<file path="config.mk">
export PLATFORM = sky130hd
export DESIGN_NAME = afifo_flow_ctrl
export DESIGN_NICKNAME = d
export VERILOG_FILES = /design/src/rtl/afifo_ctrl_pkg.sv /design/src/rtl/afifo_sync_bit.sv /design/src/rtl/afifo_flow_ctrl.sv
export SDC_FILE = /design/constraint.sdc
export NUM_CORES = 1
export LEC_CHECK = 0
export CAP_MARGIN = 30
export CORE_MARGIN = 4
export CORE_UTILIZATION = 45
export CTS_CLUSTER_DIAMETER = 60
export DETAILED_ROUTE_END_ITERATION = 10
export HOLD_SLACK_MARGIN = 0.12
export PLACE_DENSITY = 0.75
export SLEW_MARGIN = 20
export SYNTH_ARGS = -nofsm -noshare
export SYNTH_HDL_FRONTEND = slang
export SYNTH_SLANG_ARGS = --single-unit
</file>
<file path="constraint.sdc">
create_clock -name s_axis_mm2s_aclk -period 2.05 [get_ports s_axis_mm2s_aclk]
set_clock_uncertainty 0.1 [all_clocks]
set_input_delay 0.205 -clock s_axis_mm2s_aclk [delete_from_list [all_inputs] [get_ports s_axis_mm2s_aclk]]
set_output_delay 0.205 -clock s_axis_mm2s_aclk [all_outputs]
set_load 0.03 [all_outputs]
</file>
<file path="src/rtl/afifo_ctrl_pkg.sv">
// Shared types and default parameters for the MM2S async-FIFO flow controller.
package afifo_ctrl_pkg;

    typedef enum logic [2:0] {
        ST_IDLE     = 3'd0,
        ST_RUN      = 3'd1,
        ST_PAUSE    = 3'd2,
        ST_STOPPING = 3'd3,
        ST_DRAIN    = 3'd4,
        ST_FLUSH    = 3'd5
    } ctrl_state_t;

    localparam int unsigned DEF_RST_CYCLES  = 8;
    localparam int unsigned DEF_PAUSE_HOLD  = 4;
    localparam int unsigned DEF_PKT_CNT_W   = 16;
    localparam int unsigned DEF_SYNC_STAGES = 2;
    localparam int unsigned CTRL_CNT_W      = 8;

endpackage

</file>
<file path="src/rtl/afifo_sync_bit.sv">
// Multi-flop synchronizer for a single asynchronous level; data flops carry no reset.
module afifo_sync_bit
    import afifo_ctrl_pkg::*;
#(
    parameter int unsigned SYNC_STAGES = DEF_SYNC_STAGES
) (
    input  logic clk,
    input  logic d,
    output logic q
);

    logic [SYNC_STAGES-1:0] sync_ff;

    always_ff @(posedge clk) begin
        sync_ff[0] <= d;
        for (int i = 1; i < SYNC_STAGES; i++) begin
            sync_ff[i] <= sync_ff[i-1];
        end
    end

    assign q = sync_ff[SYNC_STAGES-1];

endmodule

</file>
<file path="src/rtl/afifo_flow_ctrl.sv">
// Flow controller between the DMA MM2S stream and the async FIFO write port.
// Optional packet counter enabled by defining AFIFO_CTRL_PKT_CNT_EN.
module afifo_flow_ctrl
    import afifo_ctrl_pkg::*;
#(
    parameter int unsigned RST_CYCLES  = DEF_RST_CYCLES,
    parameter int unsigned PAUSE_HOLD  = DEF_PAUSE_HOLD,
    parameter int unsigned PKT_CNT_W   = DEF_PKT_CNT_W,
    parameter int unsigned SYNC_STAGES = DEF_SYNC_STAGES
) (
    input  logic                 s_axis_mm2s_aclk,
    input  logic                 mm2s_prmry_reset_in,
    input  logic                 ctrl_start,
    input  logic                 ctrl_stop,
    input  logic                 ctrl_flush,
    input  logic                 dma_tvalid,
    output logic                 dma_tready,
    input  logic                 dma_tlast,
    output logic                 fifo_s_tvalid,
    input  logic                 fifo_s_tready,
    input  logic                 afifo_almost_full,
    input  logic                 afifo_almost_empty,
    output logic                 fifo_en,
    output logic                 soft_rst_n,
    output logic                 busy,
    output logic [2:0]           ctrl_state,
    output logic [PKT_CNT_W-1:0] pkt_count
);

    ctrl_state_t           state;
    logic                  gate_open;
    logic                  paused;
    logic                  paused_n;
    logic [CTRL_CNT_W-1:0] hold_cnt;
    logic [CTRL_CNT_W-1:0] hold_cnt_n;
    logic [CTRL_CNT_W-1:0] rst_cnt;
    logic                  ae_sync;
    logic                  stall;
    logic                  accept;

    afifo_sync_bit #(.SYNC_STAGES(SYNC_STAGES)) u_ae_sync (
        .clk (s_axis_mm2s_aclk),
        .d   (afifo_almost_empty),
        .q   (ae_sync)
    );

    assign fifo_s_tvalid = gate_open & dma_tvalid;
    assign dma_tready    = gate_open & fifo_s_tready;
    assign stall         = fifo_s_tvalid & ~fifo_s_tready;
    assign accept        = fifo_s_tvalid & fifo_s_tready;
    assign ctrl_state    = state;

    // Almost-full hysteresis shared by RUN, PAUSE and STOPPING.
    always_comb begin
        paused_n   = paused;
        hold_cnt_n = hold_cnt;
        if (!paused) begin
            if (afifo_almost_full) begin
                paused_n   = 1'b1;
                hold_cnt_n = '0;
            end
        end else if (hold_cnt == CTRL_CNT_W'(PAUSE_HOLD)) begin
            paused_n   = 1'b0;
            hold_cnt_n = '0;
        end else if (afifo_almost_full) begin
            hold_cnt_n = '0;
        end else begin
            hold_cnt_n = hold_cnt + CTRL_CNT_W'(1);
        end
    end

    always_ff @(posedge s_axis_mm2s_aclk) begin
        if (mm2s_prmry_reset_in) begin
            state      <= ST_IDLE;
            gate_open  <= 1'b0;
            paused     <= 1'b0;
            hold_cnt   <= '0;
            rst_cnt    <= '0;
            fifo_en    <= 1'b0;
            soft_rst_n <= 1'b0;
            busy       <= 1'b0;
        end else if (ctrl_flush) begin
            // Flush closes the gate at once, even on a stalled beat.
            state      <= ST_FLUSH;
            gate_open  <= 1'b0;
            paused     <= 1'b0;
            hold_cnt   <= '0;
            rst_cnt    <= CTRL_CNT_W'(RST_CYCLES);
            fifo_en    <= 1'b0;
            soft_rst_n <= 1'b0;
            busy       <= 1'b1;
        end else begin
            soft_rst_n <= 1'b1;
            case (state)
                ST_IDLE: begin
                    if (ctrl_start) begin
                        state     <= ST_RUN;
                        gate_open <= 1'b1;
                        paused    <= 1'b0;
                        hold_cnt  <= '0;
                        fifo_en   <= 1'b1;
                        busy      <= 1'b1;
                    end
                end
                ST_RUN, ST_PAUSE, ST_STOPPING: begin
                    paused   <= paused_n;
                    hold_cnt <= hold_cnt_n;
                    if (accept && dma_tlast && (ctrl_stop || state == ST_STOPPING)) begin
                        state     <= ST_DRAIN;
                        gate_open <= 1'b0;
                    end else begin
                        if (ctrl_stop || state == ST_STOPPING) begin
                            state <= ST_STOPPING;
                        end else begin
                            state <= paused_n ? ST_PAUSE : ST_RUN;
                        end
                        // A stalled beat keeps the gate open until it is taken.
                        gate_open <= ~paused_n | stall;
                    end
                end
                ST_DRAIN: begin
                    gate_open <= 1'b0;
                    if (ae_sync) begin
                        state   <= ST_IDLE;
                        fifo_en <= 1'b0;
                        busy    <= 1'b0;
                    end
                end
                ST_FLUSH: begin
                    if (rst_cnt <= CTRL_CNT_W'(1)) begin
                        state <= ST_IDLE;
                        busy  <= 1'b0;
                    end else begin
                        rst_cnt    <= rst_cnt - CTRL_CNT_W'(1);
                        soft_rst_n <= 1'b0;
                    end
                end
                default: begin
                    state     <= ST_IDLE;
                    gate_open <= 1'b0;
                    fifo_en   <= 1'b0;
                    busy      <= 1'b0;
                end
            endcase
        end
    end

`ifdef AFIFO_CTRL_PKT_CNT_EN
    // Saturating count of packets accepted by the FIFO.
    always_ff @(posedge s_axis_mm2s_aclk) begin
        if (mm2s_prmry_reset_in || ctrl_flush || (state == ST_IDLE && ctrl_start)) begin
            pkt_count <= '0;
        end else if (accept && dma_tlast && (pkt_count != '1)) begin
            pkt_count <= pkt_count + PKT_CNT_W'(1);
        end
    end
`else
    assign pkt_count = '0;
`endif

endmodule

</file>
=== Word level (Yosys, flattened, before mapping) ===
Cells that the tools add are included.

* Output and inout bits: 24
* Register bits: 26

* $lt $le $gt $ge: 1
* $add $sub $neg: 2
* Bitwise logic cells: 10
* Mux-type cells: 32
* Reductions and logical operators: 18
* Equality and inequality tests: 15

{| class="wikitable"
|+ Operator list
! kind !! count
|-
| two-way mux 8 bit || 5
|-
| case mux 8 bit (2 select lines) || 1
|-
| two-way mux 3 bit || 5
|-
| two-way mux 4 bit || 3
|-
| case mux 3 bit (4 select lines) || 1
|-
| AND reduction 3 bit || 4
|-
| two-way mux 1 bit || 11
|-
| inequality test 3 bit, second input constant || 3
|-
| adder 8 x 1 -> 8 bit, second input constant || 1
|-
| == test 8 x 3 -> 1 bit, second input constant || 1
|-
| <= comparator 8 x 1 -> 1 bit, second input constant || 1
|-
| inequality test 2 bit, second input constant || 4
|-
| AND reduction 2 bit || 4
|-
| subtractor 8 x 1 -> 8 bit, second input constant || 1
|-
| == test 3 x 2 -> 1 bit, second input constant || 2
|-
| == test 3 bit, second input constant || 2
|-
| case mux 1 bit (3 select lines) || 2
|-
| inverter 1 bit || 5
|-
| bitwise AND 1 bit || 4
|-
| two-way mux 2 bit || 2
|-
| case mux 1 bit (4 select lines) || 1
|-
| AND reduction 4 bit || 1
|-
| nonzero test 2 bit || 2
|-
| OR reduction 4 bit || 1
|-
| other kinds (10) || 11
|}

=== Longest topological paths before layout ===
* Depth after elaboration: 8
* Gate-level depth with buffers: 7
* Depth with buffers taken out: 6

=== Modules after synthesis ===
A second synthesis with hierarchy kept.

* Cells, all modules: 182
* Area total of the unflattened synthesis: 1505.2 um^2

{| class="wikitable"
|+ By module, submodules not included
! module !! area each (um^2) !! cells an instance !! times used !! seq. area each (um^2)
|-
| afifo_flow_ctrl || 1465.2 || 180 || 1 || 480.5
|-
| afifo_sync_bit || 40.0 || 2 || 1 || 40.0
|}

=== Least setup slack after synthesis ===
OpenSTA, ideal clock, no wires.

* Path kind: reg-to-reg
* Start: register rst_cnt[0]
* End: register rst_cnt[7]
* Buffers on the path: 1
* Stages on the path, launching flop included: 8
* Period minus slack after synthesis: 2.059 ns
* Path slack: -0.009 ns
* Data arrival time: 1.843 ns
* Library setup time: 0.116 ns
* Required time: 1.834 ns
* Path through: dfxtp_1 > inv_1 > ha_1 > or2_2 > a31oi_1 > buf_2 > a31oi_1 > a41o_1

* Word-level cells in the longest chain between the ends: 3
* Elaborated cells between the ends (all ways): 4

{| class="wikitable"
|+ RTL lines
! what !! RTL line !! source
|-
| start: declaration || afifo_flow_ctrl.sv:36 || <nowiki>logic [CTRL_CNT_W-1:0] rst_cnt;</nowiki>
|-
| start signal: assignment || afifo_flow_ctrl.sv:88 || <nowiki>rst_cnt <= CTRL_CNT_W'(RST_CYCLES);</nowiki>
|-
| start signal: assignment || afifo_flow_ctrl.sv:134 || <nowiki>rst_cnt <= rst_cnt - CTRL_CNT_W'(1);</nowiki>
|-
| <= comparator 8 x 1 -> 1 bit || afifo_flow_ctrl.sv:130 || <nowiki>if (rst_cnt <= CTRL_CNT_W'(1)) begin</nowiki>
|-
| inverter 1 bit (no line) || -- ||
|-
| AND reduction 2 bit (no line) || -- ||
|}

Parallel ways exist; a longest one is shown, timed or not.
A chain may end at the register's enable or synchronous reset.

=== Worst setup path in the final report ===
* Start: register rst_cnt[0]
* End: register rst_cnt[6]

The elaborated chain is that of the path after synthesis.

==> metrics.yaml <==
run_status: "finished clean"
dpl_cell_area_mm2: 0.00180
crit_slowest_cell: "or4b_1"
worstPathBufferInverterCount: 1
yosysUniqueCellTypes: 46
track_usage: 0.163
die_h_um: 66.1
clk_pin_slew_ns: 0.14
chipWidth_um: 66.1
dp_slack_ns: -0.134
yosysWarnings: 0
fp.coreArea_mm2: 0.00313
relSlewSlack: 0.540
final_cell_mix: "dfxtp_1 (24), buf_4 (22), nor2_1 (21)"
crit_type: "flip-flop to flip-flop"
overflow: 0
start_kind: "flip-flop"
ir_worst_vdd_mv: 0.369
final_layout_size_suffix_gt1_frac: 0.167
path_cells: "inv_1 > ha_1 > or2_2 > a311oi_2 > or4b_1 > a21oi_1"
drtPass1Iterations: 4
hold_path.class: "input pin to flip-flop"
nNetsFinal: 236
cp.arrival_ns: 2.13
syn2layout_area_growth_pct: 22.9
synth_edf_count: 0
dpl.hpwl_um: 2510
crit_required_ns: 2.22
synth_area_per_cell_um2: 8.15
whs_ns: 0.206
p_per_area_mw_per_mm2: 570
die_area_mm2: 0.00436
avgViaCountPerCell: 5.34
design_area_mm2: 0.00186
max_freq_mhz: 511
synth-seq-cells: 26
grt_max_degree: 17
cp-end-kind: "flip-flop"
grt_pass1_vias: 1289
maxCapViolations: 0
cts_root_buffer: "clkbuf_4"
row_count: 20
max_stage_delay_ns: 0.46
place.port_buffers: 17
synth_area_leader_cell: "dfxtp_1"
power_mw: 1.06
layout_min_cycle_time_ns: 1.96
antenna_found_initial: 0
routed_wl_um: 3310
ant_nets: 0
synth_area_leaders: "dfxtp_1 (34%), buf_4 (7.9%), nor2_1 (5.2%)"
ys_async_sr_fraction: 0
drc: 0
syn-cell-area_mm2: 0.00152
clock_latency_ns: 0.32
yosysTopAreaCellShare: 0.343
cts_num_sinks: 26
grt_pass1_wl_um: 5640
yosys_most_used_dff: "dfxtp_1"
vias: 1414
p_leak_nw: 0.741
finalWorstSetupSlack_ns: 0.0930
period_share: 0.955
worst_pin_slew_ns: 0.673
cts_buffers: 3
start_util: 0.485
setup_viol: 0
htree_levels: 1
hold_viol_final: 0
antenna_cells: 0
routedWlPerCell_um: 12.5
drtIter0Drc: 89
crit_family: "simple AND/OR/NAND/NOR gates"
cts_tree: "done"
clockBufferDepth: 2
syn-instance-count: 186
crit_path_max_fanout: 4
io_pins: 34
gp_congestion: 0.853
final_common_cell: "dfxtp_1"
drv_slew: 0
ys_seq_area_frac: 0.343
r2r_slack_ns: 0.09
fin_util: 0.596
==> worst paths after layout <==
check	start	to	cells after the start
setup / recovery	rst_cnt[0]	rst_cnt[6]	6
hold / removal	afifo_almost_empty	u_ae_sync.sync_ff[0]	1
setup reg to reg	rst_cnt[0]	rst_cnt[6]	6
hold reg to reg	u_ae_sync.sync_ff[0]	u_ae_sync.sync_ff[1]	0
==> worst reg2reg max path, stage by stage, from the launching register on <==
cell      delay (ns)
dfxtp_4         0.39
inv_1           0.04
ha_1            0.20
or2_2           0.30
a311oi_2        0.27
or4b_1          0.46
a21oi_1         0.14
==> Yosys cell counts (2+ instances only) <==
| cell | n |
|---|---|
| a2111oi_0 | 2 |
| a211o_1 | 2 |
| a211oi_1 | 6 |
| a21oi_1 | 11 |
| a311oi_1 | 2 |
| a31oi_1 | 5 |
| a41o_1 | 3 |
| and2_1 | 2 |
| buf_2 | 3 |
| buf_4 | 16 |
| clkbuf_1 | 3 |
| dfxtp_1 | 26 |
| ha_1 | 4 |
| inv_1 | 10 |
| nand2_1 | 11 |
| nand3_1 | 3 |
| nand3b_1 | 2 |
| nand4_1 | 2 |
| nor2_1 | 21 |
| nor2b_1 | 4 |
| nor3_1 | 5 |
| nor4_1 | 3 |
| o21ai_0 | 8 |
| o31ai_1 | 2 |
| or2_2 | 2 |
| or3_1 | 4 |
| xnor2_1 | 4 |
| xor2_1 | 2 |
==> sequential cells by signal, indices dropped and copies added (netlist names) <==
signal             cells
hold_cnt               8
rst_cnt                8
ctrl_state             3
u_ae_sync.sync_ff      2
busy                   1
fifo_en                1
gate_open              1
paused                 1
soft_rst_n             1
==> repair_timing <==
item | in CTS | in global routing
hold endpoints to repair | 0 | 0
pin swaps | 0 | 2
cloned | 0 | 0
resized for setup | 2 | 3
setup endpoints to repair | 8 | 4
hold buffers | 0 | 0
setup buffers | 0 | 2
==> where the power goes <==
group	internal (mW)	switching, mW
sequential	0.522	0.0154
combinational	0.104	0.158
clock	0.109	0.154
==> cell type report <==
cell class	instances	area, µm²
multi-input combinational	142	875
timing repair buffer	39	335
clock buffer	4	36.3
tap	44	55.1
inverter	10	37.5
sequential	26	526
fill	295	1260
==> logic make-up after synthesis <==
kind of cell               share of synthesized area
and+or+nand+nor                                0.230
AOI/OAI and AO/OA                              0.228
buffers and inverters                          0.129
DFF                                            0.343
xor gates and xnor gates                      0.0347
adders and majority gates                     0.0330
other                                        0.00247
==> per-stage QoR <==
stage	instances	TNS (ns)
2_1_floorplan	201	0
3_3_place_gp	259	-0.249
3_5_place_dp	259	-0.729
4_1_cts	263	0
5_1_grt	265	-0.00937
6_report	265	0
==> per-layer routing <==
layer | vias up | share of wire | track usage
met5 | - | 0 | 0
met4 | 0 | 0.0094 | 0.0431
met3 | 4 | 0.073 | 0.0272
met2 | 52 | 0.45 | 0.269
met1 | 648 | 0.47 | 0.219
li1 | 710 | - | -
Note: power is estimated with default switching activity, not from simulation.
